File: config.mk
export PLATFORM = sky130hd
export DESIGN_NAME = div_iter_flat
export DESIGN_NICKNAME = d
export VERILOG_FILES = /design/src/rtl/div_iter_if.sv /design/src/rtl/div_iter.sv /design/src/flat_wrapper.sv
export SDC_FILE = /design/constraint.sdc
export NUM_CORES = 1
export LEC_CHECK = 0
export ABC_CLOCK_PERIOD_IN_PS = 7300
export BUFFER_PORTS_ARGS = -buffer_cell sky130_fd_sc_hd__buf_2
export CORE_MARGIN = 3
export CORE_UTILIZATION = 45
export CTS_CLUSTER_DIAMETER = 60
export DETAILED_ROUTE_END_ITERATION = 12
export GPL_TIMING_DRIVEN = 0
export PLACE_DENSITY = 0.7
export SYNTH_ARGS = -nofsm -noshare
export SYNTH_HDL_FRONTEND = slang
export SYNTH_SLANG_ARGS = --single-unit
File: constraint.sdc
create_clock -name clk -period 7.3 [get_ports clk]
set_input_delay 0.73 -clock clk [delete_from_list [all_inputs] [get_ports clk]]
set_output_delay 0.73 -clock clk [all_outputs]
set_load 0.05 [all_outputs]
File: src/rtl/div_iter_if.sv
// Start/ready divide handshake between the EX stage (master) and the
// iterative divider (slave). Carries the operands, the request and abort
// controls, and the packed {remainder, quotient} result.
interface div_iter_if #(
  parameter int WIDTH = 32
);
  logic                 signed_div_i;
  logic [WIDTH-1:0]     opdata1_i;
  logic [WIDTH-1:0]     opdata2_i;
  logic                 start_i;
  logic                 annul_i;
  logic [2*WIDTH-1:0]   result_o;
  logic                 ready_o;

  modport master (
    output signed_div_i, opdata1_i, opdata2_i, start_i, annul_i,
    input  result_o, ready_o
  );

  modport slave (
    input  signed_div_i, opdata1_i, opdata2_i, start_i, annul_i,
    output result_o, ready_o
  );
endinterface

File: src/rtl/div_iter.sv
// Multi-cycle radix-2 restoring divider serving DIV/DIVU. Operates on
// magnitudes and applies the sign correction when the last step retires.
// One quotient bit per cycle; result and ready are fully registered.
module div_iter #(
  parameter int WIDTH = 32
) (
  input  logic     clk,
  input  logic     resetn,
  div_iter_if.slave bus
);

  localparam int              CNT_W = $clog2(WIDTH);
  localparam logic [CNT_W-1:0] LAST  = CNT_W'(WIDTH - 1);

  typedef enum logic [1:0] {FREE, BYZERO, ON, END} state_t;

  state_t               r_state;
  state_t               w_next_state;
  logic [CNT_W-1:0]     r_cnt;
  logic [WIDTH:0]       r_rem;      // partial remainder, one guard bit
  logic [WIDTH-1:0]     r_dividend; // dividend bits shift out, quotient bits shift in
  logic [WIDTH-1:0]     r_divisor;
  logic                 r_neg_q;
  logic                 r_neg_r;
  logic [2*WIDTH-1:0]   r_result;
  logic                 r_ready;

  logic                 w_go;
  logic                 w_sign1;
  logic                 w_sign2;
  logic [WIDTH+1:0]     w_trial;
  logic                 w_qbit;
  logic [WIDTH:0]       w_rem_next;
  logic [WIDTH-1:0]     w_quo_next;

  // Two's-complement negate when requested; used for magnitudes and sign fix-up.
  function automatic logic [WIDTH-1:0] cond_neg(input logic [WIDTH-1:0] v,
                                                input logic neg);
    return neg ? (~v + 1'b1) : v;
  endfunction

  assign w_go    = bus.start_i & ~bus.annul_i;
  assign w_sign1 = bus.signed_div_i & bus.opdata1_i[WIDTH-1];
  assign w_sign2 = bus.signed_div_i & bus.opdata2_i[WIDTH-1];

  // One restoring step: shift in the next dividend bit, trial-subtract,
  // the borrow (top bit of the WIDTH+2 difference) decides the quotient bit.
  assign w_trial    = {r_rem, r_dividend[WIDTH-1]} - {2'b00, r_divisor};
  assign w_qbit     = ~w_trial[WIDTH+1];
  assign w_rem_next = w_qbit ? w_trial[WIDTH:0]
                             : {r_rem[WIDTH-1:0], r_dividend[WIDTH-1]};
  assign w_quo_next = {r_dividend[WIDTH-2:0], w_qbit};

  assign bus.result_o = r_result;
  assign bus.ready_o  = r_ready;

  // State register.
  always_ff @(posedge clk or negedge resetn) begin
    if (!resetn) r_state <= FREE;
    else         r_state <= w_next_state;
  end

  // Next-state decode.
  always_comb begin
    w_next_state = r_state;
    case (r_state)
      FREE:    if (w_go) w_next_state = (bus.opdata2_i == '0) ? BYZERO : ON;
      BYZERO:  w_next_state = bus.annul_i ? FREE : END;
      ON: begin
        if (bus.annul_i)       w_next_state = FREE;
        else if (r_cnt == LAST) w_next_state = END;
      end
      END:     if (!bus.start_i) w_next_state = FREE;
      default: w_next_state = FREE;
    endcase
  end

  // Datapath: operand capture, iteration, and registered result/ready.
  always_ff @(posedge clk or negedge resetn) begin
    if (!resetn) begin
      r_cnt      <= '0;
      r_rem      <= '0;
      r_dividend <= '0;
      r_divisor  <= '0;
      r_neg_q    <= 1'b0;
      r_neg_r    <= 1'b0;
      r_result   <= '0;
      r_ready    <= 1'b0;
    end else begin
      case (r_state)
        FREE: begin
          r_result <= '0;
          r_ready  <= 1'b0;
          if (w_go && bus.opdata2_i != '0) begin
            r_dividend <= cond_neg(bus.opdata1_i, w_sign1);
            r_divisor  <= cond_neg(bus.opdata2_i, w_sign2);
            r_neg_q    <= w_sign1 ^ w_sign2;
            r_neg_r    <= w_sign1;
            r_rem      <= '0;
            r_cnt      <= '0;
          end
        end
        BYZERO: begin
          if (!bus.annul_i) begin
            r_result <= '0;
            r_ready  <= 1'b1;
          end
        end
        ON: begin
          if (!bus.annul_i) begin
            r_rem      <= w_rem_next;
            r_dividend <= w_quo_next;
            r_cnt      <= r_cnt + 1'b1;
            if (r_cnt == LAST) begin
              r_result <= {cond_neg(w_rem_next[WIDTH-1:0], r_neg_r),
                           cond_neg(w_quo_next, r_neg_q)};
              r_ready  <= 1'b1;
            end
          end
        end
        END: begin
          if (!bus.start_i) begin
            r_result <= '0;
            r_ready  <= 1'b0;
          end
        end
        default: begin
          r_result <= '0;
          r_ready  <= 1'b0;
        end
      endcase
    end
  end

endmodule

File: src/flat_wrapper.sv
// flat-port wrapper written by rule: the top's interface ports become plain ports
module div_iter_flat 
#(
  parameter int WIDTH = 32
)
  (clk, resetn, bus_signed_div_i, bus_opdata1_i, bus_opdata2_i, bus_start_i, bus_annul_i, bus_result_o, bus_ready_o);
  div_iter_if #(.WIDTH(WIDTH)) bus_i ();
  input  logic clk;
  input  logic resetn;
  input wire logic [$bits(bus_i.signed_div_i)-1:0] bus_signed_div_i;
  input wire logic [$bits(bus_i.opdata1_i)-1:0] bus_opdata1_i;
  input wire logic [$bits(bus_i.opdata2_i)-1:0] bus_opdata2_i;
  input wire logic [$bits(bus_i.start_i)-1:0] bus_start_i;
  input wire logic [$bits(bus_i.annul_i)-1:0] bus_annul_i;
  output wire logic [$bits(bus_i.result_o)-1:0] bus_result_o;
  output wire logic [$bits(bus_i.ready_o)-1:0] bus_ready_o;
  assign bus_i.signed_div_i = bus_signed_div_i;
  assign bus_i.opdata1_i = bus_opdata1_i;
  assign bus_i.opdata2_i = bus_opdata2_i;
  assign bus_i.start_i = bus_start_i;
  assign bus_i.annul_i = bus_annul_i;
  assign bus_result_o = bus_i.result_o;
  assign bus_ready_o = bus_i.ready_o;
  div_iter #(.WIDTH(WIDTH)) u_core (.clk(clk), .resetn(resetn), .bus(bus_i));
endmodule
* Word-level counts from Yosys, hierarchy flattened
Index checks and enable logic that the tools add are counted.
** Operators by class
- Divide/modulo/power cells :: 0
- Shift operators :: 0
- Equal/unequal tests :: 11
- $lt $le $gt $ge :: 0
- Bitwise logic cells :: 10
- $mul :: 0
- Reductions and logical operators :: 9
- Add/sub/neg operators :: 6
- Multiplexer cells :: 31
** Operator list (count)
- 2-to-1 mux 64 bit :: 4
- case mux 64 bit (4 select lines) :: 1
- 2-to-1 mux 32 bit :: 6
- adder 32 x 1 -> 32 bit (second input constant) :: 4
- inverter 32 bit :: 4
- 2-to-1 mux 33 bit :: 3
- case mux 33 bit (2 select lines) :: 1
- case mux 32 bit (2 select lines) :: 1
- subtractor 34 x 32 -> 34 bit :: 1
- zero test 32 bit :: 1
- nonzero test 32 bit :: 1
- 2-to-1 mux 2 bit :: 6
- 2-to-1 mux 5 bit :: 2
- case mux 5 bit (2 select lines) :: 1
- case mux 2 bit (4 select lines) :: 1
- != test 2 x 1 -> 1 bit (second input constant) :: 3
- != test 2 bit (second input constant) :: 3
- AND reduction 3 bit :: 2
- adder 5 x 1 -> 5 bit (second input constant) :: 1
- equality test 5 bit (second input constant) :: 1
- equality test 2 bit (second input constant) :: 2
- 2-to-1 mux 1 bit :: 4
- case mux 1 bit (4 select lines) :: 1
- AND reduction 4 bit :: 1
- 9 further kinds :: 12
** Word-level totals
- Bits in registers :: 171
- Memories :: 0
- Latch bits :: 0
- Word-level logic and storage cells :: 76
- Memory bits (writable) :: 0
- ROM bits :: 0

* Depth between registers and ports, before layout
Gate-level depths: netlist (run 1).
- Depth after elaboration :: 8
- Gate-level depth with buffers :: 25

* Worst setup path after synthesis (run 1)
Ideal clock, no wire load.
- Kind :: register -> register
- From :: register u_core.r_rem[0]
- To :: register u_core.r_result[62], in the netlist u_core.bus.result_o[62]
- Cell stages (with the launch flop) :: 22
- Clock period less this slack :: 4.532 ns
- Library setup time :: 0.129 ns
- Data arrival time :: 4.403 ns
- Slack :: 2.768 ns
- Cells stage by stage :: dfrtp_1 ha_1 nor2b_1 o2111ai_1 a21oi_2 a31oi_4 o211ai_4 a31oi_4 xnor2_4 inv_2 buf_2 buf_2 mux2i_1 ha_1 inv_1 nor4_1 nand3b_1 mux2i_1 nand4_1 o31ai_1 xor2_1 o21ai_1
** Between the ends
- Cells in the longest elaborated chain, start to end :: 8
** Ends and longest elaborated chain
- start, declared :: RTL line div_iter.sv:20 : logic [WIDTH:0] r_rem;
- start signal, assigned :: RTL line div_iter.sv:111 : r_rem <= w_rem_next;
- subtractor 34 x 32 -> 34 bit :: RTL line div_iter.sv:48 : assign w_trial = {r_rem, r_dividend[WIDTH-1]} - {2'b00, r_divisor};
- 2-to-1 mux 33 bit (*) :: RTL line div_iter.sv:50 : assign w_rem_next = w_qbit ? w_trial[WIDTH:0]
- inverter 32 bit :: RTL line div_iter.sv:39 : return neg ? (~v + 1'b1) : v;
- adder 32 x 1 -> 32 bit :: RTL line div_iter.sv:39
- 2-to-1 mux 32 bit (*) :: RTL line div_iter.sv:39
- 2-to-1 mux 64 bit (*) :: RTL line div_iter.sv:114 : if (r_cnt == LAST) begin
- 2-to-1 mux 64 bit (*) :: RTL line div_iter.sv:110 : if (!bus.annul_i) begin
- case mux 64 bit (4 select lines) (*) :: RTL line div_iter.sv:90 : case (r_state)
- end signal, assigned :: RTL line div_iter.sv:115 : r_result <= {cond_neg(w_rem_next[WIDTH-1:0], r_neg_r),
- end, declared :: RTL line div_iter.sv:25 : logic [2*WIDTH-1:0] r_result;
Mark *: on every way between the ends. The rest lies on a longest branch, timed or not. The select of a mux whose other input is x is not followed.
A chain may end at the register's enable or synchronous reset.

* Final worst setup path (run 1)
Same ends and word-level chain as after synthesis.

==> results of run 1 <==
-- power by group through the flow --
stage,clock network [mW],logic (mW),registers (mW)
after floorplan,0,3.22,1.88
after CTS,0.938,4.89,1.62
after global routing,0.980,5.41,1.67
after global placement,0,4.79,1.63
final,0.924,4.96,1.63
after detailed placement,0,4.87,1.64
-- cells by family after synthesis --
group | after synthesis | share of synthesized area, %
buffers and inverters | 130 | 4.486
DFF | 171 | 35.51
adders and majority gates | 43 | 4.527
AOI/OAI and AO/OA | 424 | 21.47
xor gates and xnor gates | 144 | 10.62
muxes | 24 | 2.066
and+or+nand+nor | 570 | 21.31
-- through the flow --
stage               hold slack, ns  setup slack [ns]
CTS                         0.2894             1.541
floorplan                   0.4344             2.768
global placement            0.4577             1.625
finish                      0.2685             1.366
detailed placement          0.4653             1.573
global route                0.3023             1.016
-- cell type report --
| cell class | instances | area (um^2) | area share [%] |
|---|---|---|---|
| Timing Repair Buffer | 134 | 703.2 | 5.113 |
| Multi-Input combinational cell | 1205 | 7229 | 52.57 |
| Inverter | 57 | 214.0 | 1.556 |
| Clock buffer | 17 | 425.4 | 3.093 |
| Buffer | 73 | 326.6 | 2.374 |
| Tap cell | 335 | 419.2 | 3.048 |
| Sequential cell | 171 | 4279 | 31.11 |
| Clock inverter | 14 | 156.4 | 1.137 |
-- cell usage in the layout (no fill, tap or decap), drive strengths merged, types with 3 or more instances in the layout --
cell / instances
o41ai: 9
xor2: 72
nor3: 30
a31o: 3
and3: 13
nand3: 33
or2: 5
o21a: 9
nand4: 6
o31ai: 41
a22o: 6
o211ai: 5
nor4: 18
nand3b: 6
nand2: 274
a21boi: 3
o21ai: 160
dfrtp: 171
or3: 26
mux2i: 20
and2: 13
a31oi: 9
o21bai: 3
nor2b: 7
ha: 42
o2111ai: 3
or4: 4
inv: 63
a211oi: 9
clkbuf: 60
nand2b: 12
buf: 164
o311ai: 3
a21oi: 141
clkinv: 6
xnor2: 72
a21o: 10
mux2: 4
nor2: 116
-- critical path, stage by stage (launching register included) --
cell	delay, ns
dfrtp_1	0.45
ha_1	0.30
nor2b_1	0.19
o2111ai_1	0.21
a21oi_2	0.31
a31oi_4	0.15
o211ai_4	0.25
a31oi_4	0.17
xnor2_4	0.22
inv_2	0.19
buf_2	0.27
buf_2	0.34
mux2i_1	0.36
ha_1	0.38
inv_1	0.14
nor4_1	0.55
nand3b_1	0.16
mux2i_1	0.28
nand4_1	0.26
o31ai_1	0.31
xor2_1	0.24
o21ai_1	0.08
-- registers in the layout, indices dropped and copies added, names as in the netlist --
signal	cells
u_core.bus.result_o	64
u_core.r_state	2
u_core.r_dividend	32
u_core.r_neg_r	1
u_core.r_divisor	32
u_core.r_cnt	5
u_core.bus.ready_o	1
u_core.r_neg_q	1
u_core.r_rem	33
-- metal layers --
layer | vias up | share of wire, %
li1 | 5548 | -
met1 | 5508 | 45
met2 | 401 | 46
met3 | 45 | 6.5
met4 | 0 | 2.0
met5 | - | 0
-- worst min-delay path by stage --
stage                                   startpoint                                  end  slack [ns]  depth (start not counted)
2_1_floorplan                               resetn       u_core.bus.ready_o$_DFFE_PN0P_        0.43                          0
3_3_place_gp   u_core.bus.result_o[53]$_DFFE_PN0P_  u_core.bus.result_o[53]$_DFFE_PN0P_        0.46                          2
3_5_place_dp   u_core.bus.result_o[53]$_DFFE_PN0P_  u_core.bus.result_o[53]$_DFFE_PN0P_        0.47                          2
4_1_cts                                     resetn     u_core.r_divisor[26]$_DFFE_PN0P_        0.29                          1
5_1_grt                                     resetn     u_core.r_divisor[26]$_DFFE_PN0P_        0.30                          1
6_report                                    resetn     u_core.r_divisor[26]$_DFFE_PN0P_        0.27                          1
==> flow_metrics.py, run 1 <==
metrics = {
    "sta": {
        "setup_viol_count_final": 0,
        "min_period_ns": 5.934,
        "tns_ns": 0,
        "slew-limit-headroom_pct": 21.27,
        "fmax_mhz": 168.5,
        "rsz0062_at_grt": "no",
        "finalMaxSlewViolations": 0,
        "fin_skew_ns": 0.01568,
        "fin_crit_sh_pct": 81.28,
        "hold_viol_final": 0,
        "worstMarginPinSlew_ns": 1.173,
    },
    "cts": {
        "postCtsSetupBuffers": 0,
        "root_buffer": "clkbuf_16",
        "clock_path_buffers": 2,
        "ctsResizeCount": 0,
        "clk_pin_slew_worst_paths_ns": 0.07,
        "htree_levels": 4,
        "cts_made_buffers": 17,
        "cts_tree": "done",
        "postCtsHoldBufs": 0,
        "clk_latency_ns": 0.44,
        "cts_sinks": 171,
    },
    "layout": {
        "layout-drive-gt1-share_pct": 13.46,
        "post-route-util_pct": 52.48,
        "syn_to_final_growth_pct": 14.14,
        "num_antenna_cells": 0,
        "nNetsFinal": 1771,
        "fill_cells": 2485,
        "finish.instance_area_um2": 13750,
        "fin_cells": 2006,
    },
    "drt": {
        "vias": 11502,
        "dr.first_iter.drc_count": 1153,
        "wire_per_inst_um": 18.48,
        "drt_wl_total_mm": 37.07,
        "route.antenna.remaining_nets": 0,
        "via_per_inst": 5.734,
        "drc": 0,
        "dr.pass1.iters": 5,
    },
    "global_route": {
        "grtUsageTotal_pct": 25.47,
        "grt_util_met2_pct": 40.71,
        "busiest_layer": "met2",
        "grt_max_degree": 94,
        "grt_pass1_vias": 10786,
        "antenna_found_initial": 0,
        "use_met3_pct": 4.170,
        "use_met1_pct": 36.10,
        "grt_overflow": 0,
        "grt_pass1_wl_mm": 58.39,
    },
    "synthesis": {
        "avgSynthCellArea_um2": 8.001,
        "syn_area_um2": 12050,
        "synthesis.nets": 1618,
        "yosys_warnings": 0,
        "async_flop_share_pct": 100.0,
        "synth-seq-cells": 171,
        "yosysTopAreaCellShare_pct": 35.51,
        "synth_common_cells": "nand2_1, dfrtp_1, o21ai_0",
        "synth_area_leaders": "dfrtp_1, nand2_1, o21ai_0",
        "synth_edf_count": 0,
        "synth_top_cell_by_area": "dfrtp_1",
        "yosysMostFrequentCell": "nand2_1",
        "ys_seq_area_share_pct": 35.51,
        "syn_inst": 1506,
        "synth.distinct_cells": 74,
        "synth-main-ff-cell": "dfrtp_1",
    },
    "placed_design": {
        "gp_congestion": 0.9741,
        "placed_area_um2": 13170,
        "dp.cells": 1975,
        "io_buffers": 133,
        "hpwl_mm": 28.45,
    },
    "status": {
        "status": "completed",
    },
    "pwr": {
        "seqPwrFrac_pct": 21.7,
        "swShare_pct": 54.92,
        "intPower_mw": 3.389,
        "power_density_nw_per_um2": 546.6,
        "comb_power_share_pct": 66.0,
        "power_mw": 7.518,
        "power_frac_clock_pct": 12.3,
        "switchingPower_mw": 4.129,
        "p_leak_nw": 6.310,
        "max-vdd-ir-drop_mv": 0.3224,
    },
    "floorplanning": {
        "start_util_pct": 45.98,
        "die-width_um": 169.6,
        "core_area_um2": 26210,
        "fp.dieH_um": 169.6,
        "row_count": 59,
        "pin_count": 134,
        "dieArea_um2": 28770,
    },
    "setup_path": {
        "crit_end": "u_core.bus.result_o[62]$_DFFE_PN0P_",
        "endpoint_kind": "flip-flop",
        "startpoint": "u_core.r_rem[0]$_DFFE_PN0P_",
        "regToRegSetupSlack_ns": 1.37,
        "r2r.worst_path.cells": 21,
        "worst_ep_arrival_time_ns": 6.25,
        "r2r-end": "u_core.bus.result_o[62]$_DFFE_PN0P_",
        "critPathKind": "flip-flop to flip-flop",
        "required_ns": 7.61,
        "worstPathMaxFanout": 10,
        "r2r-start": "u_core.r_rem[0]$_DFFE_PN0P_",
        "startpoint_type": "flip-flop",
    },
    "worst_hold_path": {
        "hold_class": "primary input to asynchronous set/reset pin",
    },
    "run": {
        "max-cap-violations": 0,
    },
}
No activity file was read; power rests on OpenSTA's default activity.
==> run 2: changes to the inputs <==
- ABC_CLOCK_PERIOD_IN_PS: 7300 -> 5600
- clock period: 7.3 -> 5.6 ns (I/O delays scaled with it)
==> flow_metrics.py, run 2 (synthesis gave the netlist of run 1 again) <==
metrics = {
    "status": {
        "status": "completed",
    },
    "cts": {
        "clk_pin_slew_worst_paths_ns": 0.07,
        "root_buffer": "clkbuf_16",
        "cts_made_buffers": 17,
        "postCtsHoldBufs": 0,
        "cts_sinks": 171,
        "cts_tree": "done",
        "htree_levels": 4,
        "clock_path_buffers": 2,
        "clk_latency_ns": 0.44,
        "postCtsSetupBuffers": 0,
    },
    "floorplanning": {
        "dieArea_um2": 28770,
        "die-width_um": 169.6,
        "core_area_um2": 26210,
        "fp.dieH_um": 169.6,
        "row_count": 59,
        "start_util_pct": 45.98,
        "pin_count": 134,
    },
    "drt": {
        "dr.pass1.iters": 5,
        "wire_per_inst_um": 18.56,
        "via_per_inst": 5.778,
        "dr.first_iter.drc_count": 1111,
        "vias": 11585,
        "route.antenna.remaining_nets": 0,
        "drc": 0,
        "drt_wl_total_mm": 37.21,
    },
    "sta": {
        "rsz0062_at_grt": "no",
        "hold_viol_final": 0,
        "fmax_mhz": 189.1,
        "fin_crit_sh_pct": 94.45,
        "worstMarginPinSlew_ns": 1.157,
        "min_period_ns": 5.289,
        "slew-limit-headroom_pct": 22.38,
        "setup_viol_count_final": 0,
        "layout_setup_ws_ns": 0.3107,
        "finalMaxSlewViolations": 0,
        "whs_ns": 0.09915,
        "fin_skew_ns": 0.01514,
    },
    "global_route": {
        "use_met3_pct": 4.030,
        "grt_util_met2_pct": 40.78,
        "antenna_found_initial": 0,
        "grt_overflow": 0,
        "grt_pass1_vias": 10805,
        "use_met1_pct": 36.21,
        "grt_max_degree": 94,
        "grt_pass1_wl_mm": 58.51,
        "grtUsageTotal_pct": 25.49,
        "busiest_layer": "met2",
    },
    "placed_design": {
        "dpl_worst_slack_ns": -0.1271,
        "io_buffers": 133,
        "gp_congestion": 0.9741,
        "dp.cells": 1975,
        "hpwl_mm": 28.45,
    },
    "layout": {
        "final_common_cell": "nand2_1",
        "layout-drive-gt1-share_pct": 13.71,
        "num_antenna_cells": 0,
        "mostFrequentLayoutCells": "nand2_1, dfrtp_1, buf_2",
        "nNetsFinal": 1770,
        "fin_cells": 2005,
        "largest_reg_flops": 64,
        "syn_to_final_growth_pct": 14.39,
        "post-route-util_pct": 52.59,
    },
    "setup_path": {
        "r2r-start": "u_core.r_rem[0]$_DFFE_PN0P_",
        "critPathKind": "flip-flop to flip-flop",
        "startpoint": "u_core.r_rem[0]$_DFFE_PN0P_",
        "regToRegSetupSlack_ns": 0.31,
        "required_ns": 5.91,
        "r2r.worst_path.cells": 20,
        "startpoint_type": "flip-flop",
        "worst_ep_arrival_time_ns": 5.60,
        "worstPathMaxFanout": 16,
        "crit_end": "u_core.bus.result_o[62]$_DFFE_PN0P_",
        "endpoint_kind": "flip-flop",
        "r2r-end": "u_core.bus.result_o[62]$_DFFE_PN0P_",
    },
    "pwr": {
        "p_leak_nw": 6.304,
        "power_density_nw_per_um2": 716.4,
        "power_mw": 9.875,
        "max-vdd-ir-drop_mv": 0.4222,
    },
    "worst_hold_path": {
        "hold_class": "primary input to asynchronous set/reset pin",
    },
    "run": {
        "max-cap-violations": 0,
    },
}
[run 2: layer usage]
metal	routed length [um]	part of all wire, %	vias to the layer above
li1	-	-	5543
met1	16630	45	5549
met2	17290	46	450
met3	2548	6.8	43
met4	746	2.0	0
met5	0	0	-
[run 2: critical path: stages, from the launching register on]
cell and delay (ns):
dfrtp_1 0.46, ha_1 0.30, nor2b_1 0.18, o2111ai_1 0.21, a21oi_2 0.29, a31oi_4 0.15
o211ai_4 0.25, a31oi_4 0.17, xnor2_4 0.37, inv_4 0.18, buf_4 0.24, mux2i_2 0.27
ha_2 0.32, inv_1 0.13, nor4_4 0.35, nand3b_1 0.15, mux2i_2 0.26, nand4_1 0.24
o31ai_1 0.30, xor2_1 0.24, o21ai_1 0.08
[run 2: area by class of cell]
cell class / instances / area, um^2
Tap cell: 335 / 419.2
Buffer: 72 / 326.6
Timing Repair Buffer: 134 / 703.2
Sequential cell: 171 / 4279
Fill cell: 2483 / 12420
Multi-Input combinational cell: 1205 / 7257
Clock buffer: 17 / 425.4
Clock inverter: 14 / 156.4
Inverter: 57 / 216.5
[run 2: worst min path at each step]
stage | slack, ns | to | depth (start not counted)
2_1_floorplan | 0.26 | u_core.bus.ready_o$_DFFE_PN0P_ | 0
3_3_place_gp | 0.46 | u_core.bus.result_o[53]$_DFFE_PN0P_ | 2
3_5_place_dp | 0.47 | u_core.bus.result_o[53]$_DFFE_PN0P_ | 2
4_1_cts | 0.12 | u_core.r_divisor[26]$_DFFE_PN0P_ | 1
5_1_grt | 0.13 | u_core.r_divisor[26]$_DFFE_PN0P_ | 1
6_report | 0.1 | u_core.r_divisor[26]$_DFFE_PN0P_ | 1
[run 2: stage by stage]
stage	instance area, um^2	setup TNS, ns
floorplan	12050	0
global placement	13130	-0.1298
detailed placement	13170	-0.6592
CTS	13770	0
global route	13780	0
finish	13780	0
[run 2: report_power, final]
| part | leakage [nW] | internal (mW) | switching [mW] |
|---|---|---|---|
| combinational | 3.83 | 2.10 | 4.44 |
| sequential | 2.19 | 1.71 | 0.412 |
| clock | 0.285 | 0.632 | 0.575 |
[run 2: what timing repair did]
item,in CTS,in global routing
resized for setup,4,8
pin swaps,0,1
endpoints found under the setup margin,9,14
==> run 3: changes to the inputs <==
- CORE_MARGIN: 3 -> 2
==> flow_metrics.py, run 3 (synthesis gave the netlist of run 1 again) <==
metrics = {
    "cts": {
        "cts_made_buffers": 17,
        "postCtsHoldBufs": 0,
        "root_buffer": "clkbuf_16",
        "clk_latency_ns": 0.44,
        "clk_pin_slew_worst_paths_ns": 0.07,
        "htree_levels": 4,
        "cts_sinks": 171,
        "cts_tree": "done",
        "clock_path_buffers": 2,
    },
    "drt": {
        "route.antenna.remaining_nets": 0,
        "drt_wl_total_mm": 36.70,
        "vias": 11581,
        "wire_per_inst_um": 18.26,
        "drc": 0,
        "via_per_inst": 5.762,
        "dr.first_iter.drc_count": 1053,
        "dr.pass1.iters": 5,
    },
    "pwr": {
        "swShare_pct": 54.98,
        "power_mw": 9.862,
        "switchingPower_mw": 5.422,
        "max-vdd-ir-drop_mv": 0.3934,
        "comb_power_share_pct": 66.2,
        "seqPwrFrac_pct": 21.6,
        "intPower_mw": 4.440,
        "power_density_nw_per_um2": 713.7,
        "p_leak_nw": 6.325,
        "power_frac_clock_pct": 12.2,
    },
    "setup_path": {
        "regToRegSetupSlack_ns": 0.28,
        "required_ns": 5.91,
        "startpoint_type": "flip-flop",
        "cpMaxStageDelayCell": "dfrtp_1",
        "critPathKind": "flip-flop to flip-flop",
        "worstPathMaxFanout": 16,
        "slowest_delay_ns": 0.51,
        "cp_num_buf_inv": 4,
        "worstPathCellList": "ha_1 -> clkbuf_1 -> nand2_1 -> nor2_1 -> nand2_1 -> o211ai_1 -> a221o_1 -> a31oi_4 -> xnor2_4 -> inv_4 -> clkbuf_4 -> mux2i_2 -> ha_2 -> inv_1 -> nor4_2 -> nand3b_1 -> mux2i_2 -> nand4_1 -> o31ai_1 -> xor2_1 -> o21ai_1",
        "worst_ep_arrival_time_ns": 5.63,
        "endpoint_kind": "flip-flop",
        "critPathTopFamily": "simple AND/OR/NAND/NOR gates",
    },
    "floorplanning": {
        "pin_count": 134,
        "die-width_um": 167.6,
        "fp.dieH_um": 167.6,
        "row_count": 59,
        "start_util_pct": 45.98,
        "core_area_um2": 26210,
        "dieArea_um2": 28100,
    },
    "run": {
        "max-cap-violations": 0,
    },
    "sta": {
        "slew-limit-headroom_pct": 26.60,
        "layout_setup_ws_ns": 0.2817,
        "fmax_mhz": 188.0,
        "rsz0062_at_grt": "no",
        "tns_ns": 0,
        "min_period_ns": 5.318,
        "setup_viol_count_final": 0,
        "whs_ns": 0.1058,
        "worstMarginPinSlew_ns": 1.094,
        "fin_crit_sh_pct": 94.97,
        "fin_skew_ns": 0.01321,
        "hold_viol_final": 0,
        "finalMaxSlewViolations": 0,
    },
    "layout": {
        "final_common_cell": "nand2_1",
        "mostFrequentLayoutCells": "nand2_1, dfrtp_1, buf_2",
        "num_antenna_cells": 0,
        "layout-drive-gt1-share_pct": 13.97,
        "fin_cells": 2010,
        "nNetsFinal": 1774,
        "finish.instance_area_um2": 13820,
        "post-route-util_pct": 52.73,
        "largest_reg_flops": 64,
        "syn_to_final_growth_pct": 14.68,
        "fill_cells": 2487,
    },
    "placed_design": {
        "io_buffers": 133,
        "hpwl_mm": 28.21,
        "gp_congestion": 1.002,
        "placed_area_um2": 13170,
        "dp.cells": 1975,
        "dpl_worst_slack_ns": -0.09873,
    },
    "global_route": {
        "antenna_found_initial": 0,
        "grt_pass1_wl_mm": 59.19,
        "grt_overflow": 0,
        "grt_pass1_vias": 11146,
        "grtUsageTotal_pct": 26.52,
        "grt_max_degree": 94,
    },
    "worst_hold_path": {
        "hold_class": "primary input to asynchronous set/reset pin",
    },
    "status": {
        "status": "completed",
    },
}
## run 3: worst paths after layout
| kind | from | end | cells after the start |
|---|---|---|---|
| hold / removal | resetn | u_core.r_divisor[23]$_DFFE_PN0P_ | 1 |
| setup / recovery | u_core.r_rem[23]$_DFFE_PN0P_ | u_core.bus.result_o[62]$_DFFE_PN0P_ | 21 |
| hold reg to reg | u_core.bus.result_o[49]$_DFFE_PN0P_ | u_core.bus.result_o[49]$_DFFE_PN0P_ | 2 |
| min in group clk | bus_opdata2_i[12] | u_core.r_divisor[12]$_DFFE_PN0P_ | 4 |
| setup reg to reg | u_core.r_rem[23]$_DFFE_PN0P_ | u_core.bus.result_o[62]$_DFFE_PN0P_ | 21 |
| max in group asynchronous | resetn | u_core.bus.result_o[40]$_DFFE_PN0P_ | 2 |
## run 3: metal layers
layer	up-vias	wire length (um)	GRT usage, %	share of wire, %
met5	-	0	0	0
met4	0	789	7.524	2.1
met3	48	2303	4.183	6.3
met2	409	17210	43.50	47
met1	5568	16400	36.47	45
li1	5556	-	-	-
## run 3: area by class of cell
cell class / instances / area [um^2] / area share, %
Sequential cell: 171 / 4279 / 30.97
Inverter: 57 / 216.5 / 1.566
Tap cell: 335 / 419.2 / 3.033
Clock buffer: 18 / 439.2 / 3.178
Clock inverter: 14 / 156.4 / 1.132
Multi-Input combinational cell: 1205 / 7248 / 52.45
Buffer: 72 / 326.6 / 2.363
Timing Repair Buffer: 138 / 733.2 / 5.306
## run 3: power groups by stage
stage	Sequential, mW	Clock, mW	Combinational [mW]
after floorplan	2.45	0	4.20
after global placement	2.13	0	6.23
after CTS	2.12	1.21	6.38
after global routing	2.19	1.26	7.14
after detailed placement	2.14	0	6.32
final	2.13	1.20	6.53
## run 3: worst register-to-register path, stage by stage, from the launching register on
cell and delay, ns:
dfrtp_1 0.51, ha_1 0.29, clkbuf_1 0.18, nand2_1 0.18, nor2_1 0.09, nand2_1 0.07
o211ai_1 0.12, a221o_1 0.39, a31oi_4 0.25, xnor2_4 0.15, inv_4 0.20, clkbuf_4 0.30
mux2i_2 0.31, ha_2 0.31, inv_1 0.13, nor4_2 0.42, nand3b_1 0.16, mux2i_2 0.26
nand4_1 0.26, o31ai_1 0.31, xor2_1 0.23, o21ai_1 0.08
## run 3: what timing repair did
action / CTS / global route
setup buffers: 0 / 4
pin swaps: 0 / 2
resized for setup: 3 / 6
setup endpoints to repair: 6 / 16
